**src/rtl/pipeline_hazard_ctrl.sv**
```systemverilog
// Hazard controller for a 5-stage pipeline: load-use stalls, branch flushes,
// fetch misses and data-memory freezes, plus saturating stall/flush statistics.
module pipeline_hazard_ctrl #(
    parameter int LOAD_STALL = 1,
    parameter int CNT_W      = 16
) (
    input  logic             clk,
    input  logic             rst,
    input  logic             id_ex_mem_read,
    input  logic [4:0]       id_ex_rt,
    input  logic [4:0]       if_id_rs,
    input  logic [4:0]       if_id_rt,
    input  logic             branch_taken,
    input  logic             imem_ready,
    input  logic             dmem_ready,
    output logic             pc_write,
    output logic             if_id_write,
    output logic             if_id_flush,
    output logic             id_ex_bubble,
    output logic [CNT_W-1:0] stall_cycles,
    output logic [CNT_W-1:0] flush_count
);

    typedef enum logic [1:0] {
        RUN      = 2'd0,
        LU_STALL = 2'd1,
        D_WAIT   = 2'd2
    } state_t;

    localparam logic [1:0] REM_INIT = 2'(LOAD_STALL - 1);

    state_t     state;
    state_t     ret_state;
    state_t     eff_state;
    logic [1:0] remaining;
    logic       lu_hazard;
    logic       branch_flush;

    assign lu_hazard = id_ex_mem_read && (id_ex_rt != 5'd0) &&
                       ((id_ex_rt == if_id_rs) || (id_ex_rt == if_id_rt));

    // Leaving D_WAIT behaves exactly like the state that was interrupted.
    assign eff_state = (state == D_WAIT) ? ret_state : state;

    // NOTE: every output gets a default before the priority chain so no latch is inferred.
    always_comb begin
        pc_write     = 1'b1;
        if_id_write  = 1'b1;
        if_id_flush  = 1'b0;
        id_ex_bubble = 1'b0;
        branch_flush = 1'b0;
        if (rst) begin
            pc_write     = 1'b0;
            if_id_flush  = 1'b1;
            id_ex_bubble = 1'b1;
        end else if (!dmem_ready) begin
            pc_write = 1'b0;
        end else if (eff_state == LU_STALL || lu_hazard) begin
            pc_write     = 1'b0;
            if_id_write  = 1'b0;
            id_ex_bubble = 1'b1;
        end else if (branch_taken) begin
            if_id_flush  = 1'b1;
            branch_flush = 1'b1;
        end else if (!imem_ready) begin
            pc_write    = 1'b0;
            if_id_flush = 1'b1;
        end
    end

    // NOTE: state registers use non-blocking assignments so every flop samples pre-edge values.
    always_ff @(posedge clk or posedge rst) begin
        if (rst) begin
            state     <= RUN;
            ret_state <= RUN;
            remaining <= 2'd0;
        end else if (!dmem_ready) begin
            if (state != D_WAIT) begin
                state     <= D_WAIT;
                ret_state <= state;
            end
        end else if (eff_state == LU_STALL) begin
            if (remaining <= 2'd1) begin
                state     <= RUN;
                remaining <= 2'd0;
            end else begin
                state     <= LU_STALL;
                remaining <= remaining - 2'd1;
            end
        end else if (lu_hazard && LOAD_STALL > 1) begin
            state     <= LU_STALL;
            remaining <= REM_INIT;
        end else begin
            state <= RUN;
        end
    end

    always_ff @(posedge clk or posedge rst) begin
        if (rst) begin
            stall_cycles <= '0;
            flush_count  <= '0;
        end else begin
            if (!pc_write && stall_cycles != '1)
                stall_cycles <= stall_cycles + CNT_W'(1);
            if (branch_flush && flush_count != '1)
                flush_count <= flush_count + CNT_W'(1);
        end
    end

endmodule
```
**config.mk**
```make
export PLATFORM = sky130hd
export DESIGN_NAME = pipeline_hazard_ctrl
export DESIGN_NICKNAME = d
export VERILOG_FILES = /design/src/rtl/pipeline_hazard_ctrl.sv
export SDC_FILE = /design/constraint.sdc
export NUM_CORES = 1
export LEC_CHECK = 0
export CELL_PAD_IN_SITES_DETAIL_PLACEMENT = 1
export CELL_PAD_IN_SITES_GLOBAL_PLACEMENT = 1
export CORE_MARGIN = 2
export CORE_UTILIZATION = 36
export DETAILED_ROUTE_END_ITERATION = 10
export PLACE_DENSITY_LB_ADDON = 0.2
export RECOVER_POWER = 100
export SLEW_MARGIN = 10
export SYNTH_ARGS = -nofsm -noshare
export SYNTH_HDL_FRONTEND = slang
export SYNTH_SLANG_ARGS = --single-unit
```
**constraint.sdc**
```tcl
create_clock -name clk -period 2.1 [get_ports clk]
set_input_delay 0.42 -clock clk [delete_from_list [all_inputs] [get_ports clk]]
set_output_delay 0.42 -clock clk [all_outputs]
set_load 0.02 [all_outputs]
```
## After elaboration in Yosys (flattened, before gate mapping)

Cells that the tools add are included.

- Logic and storage cells: 54
- Flip-flop bits (word level): 38
- Input bits: 21

- Equal/unequal tests: 7
- Reduce and logical (&&, ||, !) cells: 11
- Muxes and demuxes: 26
- Order comparisons: 1
- Add/sub/neg operators: 3
- Bitwise gates (word level): 1

Operators with widths:

| kind | number |
|---|---|
| $add A16 B1 Y16 const B | 2 |
| $ne A16 B16 Y1 const B | 2 |
| $mux W1 | 21 |
| $eq A5 B5 Y1 | 2 |
| $mux W2 | 5 |
| $reduce_bool A5 Y1 | 1 |
| $logic_and A1 B1 Y1 | 4 |
| $reduce_and A2 Y1 | 2 |
| $eq A2 B1 Y1 const B | 1 |
| $eq A2 B2 Y1 const B | 1 |
| $le A2 B1 Y1 const B | 1 |
| $logic_or A1 B1 Y1 | 2 |
| $ne A2 B2 Y1 const B | 1 |
| $reduce_bool A2 Y1 | 1 |
| $sub A2 B1 Y2 const B | 1 |
| $logic_not A1 Y1 | 1 |
| $not A1 Y1 | 1 |

## Logic depth before layout (Yosys ltp)

- Depth in word-level cells: 9
- Mapped depth: 7
- Depth with buffers taken out: 7

## Worst setup path before layout

Ideal clock, no wire load.

- Path kind: input-to-output
- From: input id_ex_rt[1]
- To: output if_id_flush
- Stages: 5
- Path slack: -0.169 ns
- Buffers on the path: 0
- Data required time: 1.680 ns
- Data arrival time: 1.849 ns
- Cell sequence: or4_4 -> o21a_4 -> nand2_1 -> nand2_1 -> o21ai_0

- Cells in the longest elaborated chain, start to end: 7
- Elaborated cells between the ends (all ways): 10

RTL lines:

| item | RTL line | RTL |
|---|---|---|
| start, declared | 10 | `input logic [4:0] id_ex_rt,` |
| $eq A5 B5 Y1 / $reduce_bool A5 Y1 (equally long branches) | 40, 39 |  |
| $logic_or A1 B1 Y1 / $logic_and A1 B1 Y1 (equally long branches) | 40, 39 |  |
| $logic_and A1 B1 Y1 * | 39 | `assign lu_hazard = id_ex_mem_read && (id_ex_rt != 5'd0) &&` |
| $logic_or A1 B1 Y1 * | 58 | `end else if (eff_state == LU_STALL \|\| lu_hazard) begin` |
| $mux W1 * | 58 |  |
| $mux W1 * | 56 | `end else if (!dmem_ready) begin` |
| $mux W1 * | 52 | `if (rst) begin` |
| end, declared | 18 | `output logic if_id_flush,` |

Mark *: on every way between the ends. The rest lies on a longest branch, timed or not.

## Worst setup path after layout

- From: input id_ex_rt[3]
- To: output id_ex_bubble

- Cells in the longest elaborated chain, start to end: 7
- Elaborated cells between the ends (all ways): 10

RTL lines:

| item | RTL line | RTL |
|---|---|---|
| $eq A5 B5 Y1 / $reduce_bool A5 Y1 (equally long branches) | 40, 39 |  |
| $logic_or A1 B1 Y1 / $logic_and A1 B1 Y1 (equally long branches) | 40, 39 |  |
| $logic_and A1 B1 Y1 * | 39 |  |
| $logic_or A1 B1 Y1 * | 58 |  |
| $mux W1 * | 58 |  |
| $mux W1 * | 56 |  |
| $mux W1 * | 52 |  |
| end, declared | 19 | `output logic id_ex_bubble,` |

Marks and branches as above.

==> Implementation_results.wiki <==
{| class="wikitable"
! Metric !! Value
|-
| CTS tree || done
|-
| Antenna violations before repair || 0
|-
| Non-filler cells in the finished layout || 365
|-
| Antenna-violating nets left || 0
|-
| Crit path cell chain || buf_6 > or4_4 > o21a_4 > nand2_2 > nand2_2 > a21o_1 > buf_6
|-
| Overall power of the completed layout || 2.699 mW
|-
| Area of the mapped netlist || 0.002036 sq mm
|-
| Global-route wire length before repair || 9.328 mm
|-
| Final setup violation count || 2
|-
| Cell with the largest stage delay on the worst path || sky130_fd_sc_hd__or4_4
|-
| Setup Total Neg Slack || -0.1021 ns
|-
| Synthesized netlist net count || 214
|-
| Count of endpoints failing hold in the final timing report || 0
|-
| Relative max-transition margin || 35.21%
|-
| First-pass iteration count of the detailed router || 4
|-
| Total power per unit cell area || 864.1 mW/mm^2
|-
| Number of synthesis warnings || 0
|-
| Die height || 79.20 um
|-
| Ys flop type || sky130_fd_sc_hd__dfrtp_1
|-
| Crit path depth || 7
|-
| Type of origin of the critical path || input pin
|-
| Share of post-route cells with drive strength above 1 || 24.91%
|-
| Overall die width || 79.20 um
|-
| Leakage dissipation || 1.428 nW
|-
| Cell count after synthesis || 191
|-
| Share of flip-flops with an asynchronous set or reset after synthesis || 100.0%
|-
| Hold path cells || 1
|-
| Worst-margin pin slew || 0.9719 ns
|-
| HPWL Detailed || 4.212 mm
|-
| Data required, critical path || 1.68 ns
|-
| Path category of the worst min-delay check || reg2reg
|-
| Antenna cell count || 0
|-
| Net total in the final layout || 316
|-
| Number of enable-type register cells in the synthesized netlist || 0
|-
| Number of hold-repair buffers added at the cts stage || 0
|-
| List of most frequent post-synthesis cells || sky130_fd_sc_hd__dfrtp_1 (38), sky130_fd_sc_hd__xnor2_1 (22), sky130_fd_sc_hd__nand2_1 (19)
|-
| Placed standard-cell area || 0.002942 sq mm
|-
| Internal power || 1.714 mW
|-
| Total routing resource utilization after global routing || 19.08%
|-
| Pre-CTS setup slack || -0.9234 ns
|-
| Synth area leaders || sky130_fd_sc_hd__dfrtp_1 (47%), sky130_fd_sc_hd__xnor2_1 (9.5%), sky130_fd_sc_hd__xor2_1 (5.2%)
|-
| Maximum number of pins on one net before global-route repair || 39
|-
| Vias per cell || 5.019
|-
| Max capacitance violation total || 0
|-
| Sw power || 0.9845 mW
|-
| Via count || 1832
|-
| Combinational power share || 44.7%
|-
| Highest fanout seen on the critical path || 3
|-
| Routed Wire Length || 5.600 mm
|-
| Seq pwr share || 37.6%
|-
| Delay of the slowest critical-path stage || 0.53 ns
|-
| Remaining global-route overflow || 0
|-
| Vias in the first global route || 1972
|-
| Final hold slack || 0.4872 ns
|-
| Number of placed instances, taps included || 351
|-
| Crit path buffers/inverters || 2
|-
| Number of levels the H-tree was split into || 2
|-
| Clock tree buffer depth || 2
|-
| Number of rows in the core area || 27
|-
| Final worst setup slack || -0.06417 ns
|-
| CTS sink cnt || 38
|-
| Critical path class || in2out
|-
| Worst Reg2Reg Path Length in Cells || 7
|-
| Library cells used by synthesis || 42
|-
| Synthesized area divided by synthesized cell count || 10.66 sq um
|-
| Ratio of final minimum period to clock period || 103.1%
|-
| Share of the yosys chip area belonging to registers || 46.71%
|-
| Synthesized flop and latch total || 38
|-
| Crit end category || primary output
|-
| Design area || 0.003123 sq mm
|-
| Port Buf Inserts || 56
|-
| Worst IR drop on VDD || 508.5 uV
|-
| Violations in the final reports || negative setup slack
|-
| Maximum achievable frequency || 0.4621 GHz
|-
| Share of the synthesized area in the top cell type || 46.71%
|-
| IO Pins || 57
|-
| Floorplan Core Area || 0.005473 sq mm
|-
| Relative contribution of the clock network to total power || 17.7%
|-
| Worst endpoint data arrival time || 1.74 ns
|-
| Effective utilization at floorplan || 37.20%
|-
| Global placement routability congestion || 0.7551
|-
| Post-layout utilization of the core || 57.06%
|-
| Run status || complete, but fails checks
|-
| Leading cell type by number of instances after synthesis || sky130_fd_sc_hd__dfrtp_1
|-
| Delay-heaviest family, CP || simple AND/OR/NAND/NOR gates
|-
| Drt drc || 0
|-
| Die footprint || 0.006272 sq mm
|-
| First-iteration detailed-routing DRC count || 28
|-
| Setup repair after global routing missed its margin || yes
|-
| Clock transition at path regs || 0.07 ns
|-
| Minimum period implied by the final worst setup slack || 2.164 ns
|-
| Maximum clock skew at final layout || 0.01111 ns
|-
| Total clock buffers created by CTS || 5
|-
| CTS root buf || sky130_fd_sc_hd__clkbuf_8
|-
| Routed wirelength normalized by instance count || 15.34 um
|-
| Total count of max-transition violations in the final report || 0
|-
| Leading area contributor after synthesis || sky130_fd_sc_hd__dfrtp_1
|-
| Switching Share || 36.48%
|-
| Layout Area Growth over Synthesis || 53.41%
|-
| Worst-skew pair later-pin latency || 0.29 ns
|}
-- final cells by class --
class	count	area [sq um]
repair buffers	97	879.6
fillers	634	2350
multi-input cells	145	1100
clock inverters	1	7.507
inverters	6	22.52
well taps	72	90.09
clock buffers	6	72.57
flip-flops and latches	38	950.9
-- layout by cell type (no fill, tap or decap), types with 2 or more instances in the layout --
cell type and instances:
sky130_fd_sc_hd__nand2_2 2, sky130_fd_sc_hd__clkbuf_1 5, sky130_fd_sc_hd__nand2b_1 2, sky130_fd_sc_hd__clkbuf_2 2
sky130_fd_sc_hd__buf_6 5, sky130_fd_sc_hd__buf_12 2, sky130_fd_sc_hd__nand3_1 13, sky130_fd_sc_hd__o211ai_1 2
sky130_fd_sc_hd__nand2_1 17, sky130_fd_sc_hd__a31oi_1 2, sky130_fd_sc_hd__and3_1 7, sky130_fd_sc_hd__nor2_1 7
sky130_fd_sc_hd__xor2_1 12, sky130_fd_sc_hd__dlygate4sd2_1 8, sky130_fd_sc_hd__nand4_1 7, sky130_fd_sc_hd__and4_1 4
sky130_fd_sc_hd__nor2b_1 4, sky130_fd_sc_hd__xnor2_1 19, sky130_fd_sc_hd__inv_1 6, sky130_fd_sc_hd__nor3_1 5
sky130_fd_sc_hd__clkbuf_8 5, sky130_fd_sc_hd__mux2_2 2, sky130_fd_sc_hd__o21ai_0 4, sky130_fd_sc_hd__nor4_1 2
sky130_fd_sc_hd__nor3b_1 2, sky130_fd_sc_hd__buf_4 33, sky130_fd_sc_hd__mux2_1 4, sky130_fd_sc_hd__clkdlybuf4s50_1 4
sky130_fd_sc_hd__dfrtp_1 38, sky130_fd_sc_hd__ha_1 2, sky130_fd_sc_hd__dlymetal6s2s_1 3, sky130_fd_sc_hd__xnor2_2 3
sky130_fd_sc_hd__dlygate4sd3_1 33
-- path summary, 6_finish.rpt --
path	startpoint	to	slack [ns]
worst min register to register	remaining[1]$_DFFE_PP0P_	remaining[1]$_DFFE_PP0P_	0.49
min in group asynchronous	rst	flush_count[12]$_DFFE_PP0P_	1.06
worst min-delay path	remaining[1]$_DFFE_PP0P_	remaining[1]$_DFFE_PP0P_	0.49
worst max register to register	ret_state[1]$_DFFE_PP0P_	stall_cycles[15]$_DFFE_PP0P_	0.16
worst max-delay path	id_ex_rt[3]	id_ex_bubble	-0.06
max in group asynchronous	rst	stall_cycles[2]$_DFFE_PP0P_	0.43
-- kinds of logic after synthesis --
logic type / Yosys count / share of synthesized area (%)
xor+xnor: 34 / 14.63
simple gates: 82 / 23.17
mux: 6 / 3.319
fa+ha+maj: 2 / 1.229
buf+inv: 8 / 1.905
flops: 38 / 46.71
compound gates: 21 / 9.035
-- layer usage --
layer	share of wire [%]	track usage, %	vias up
li1	-	-	884
met1	44	23.41	898
met2	50	33.31	43
met3	4.5	5.114	7
met4	0.96	4.655	0
met5	0	0	-
-- flip-flops by register name (all words and copies together) (netlist names) --
signal and count:
flush_count 16, remaining 2, ret_state 2, stall_cycles 16, state 2
-- power by group through the flow --
stage	clock network, mW	registers, mW	logic, mW
after global placement	0	1.02	1.25
after detailed placement	0	1.03	1.28
final	0.478	1.01	1.21
after CTS	0.501	1.02	1.29
after floorplan	0	1.27	0.331
after global routing	0.535	1.04	1.31
-- what timing repair did --
| item | 4_1_cts | 5_1_grt |
|---|---|---|
| setup buffers | 6 | 1 |
| resized for setup | 53 | 13 |
| pin swaps | 12 | 6 |
| gates cloned | 0 | 0 |
| setup endpoints to repair | 35 | 18 |
(Power assumes the default switching activity.)
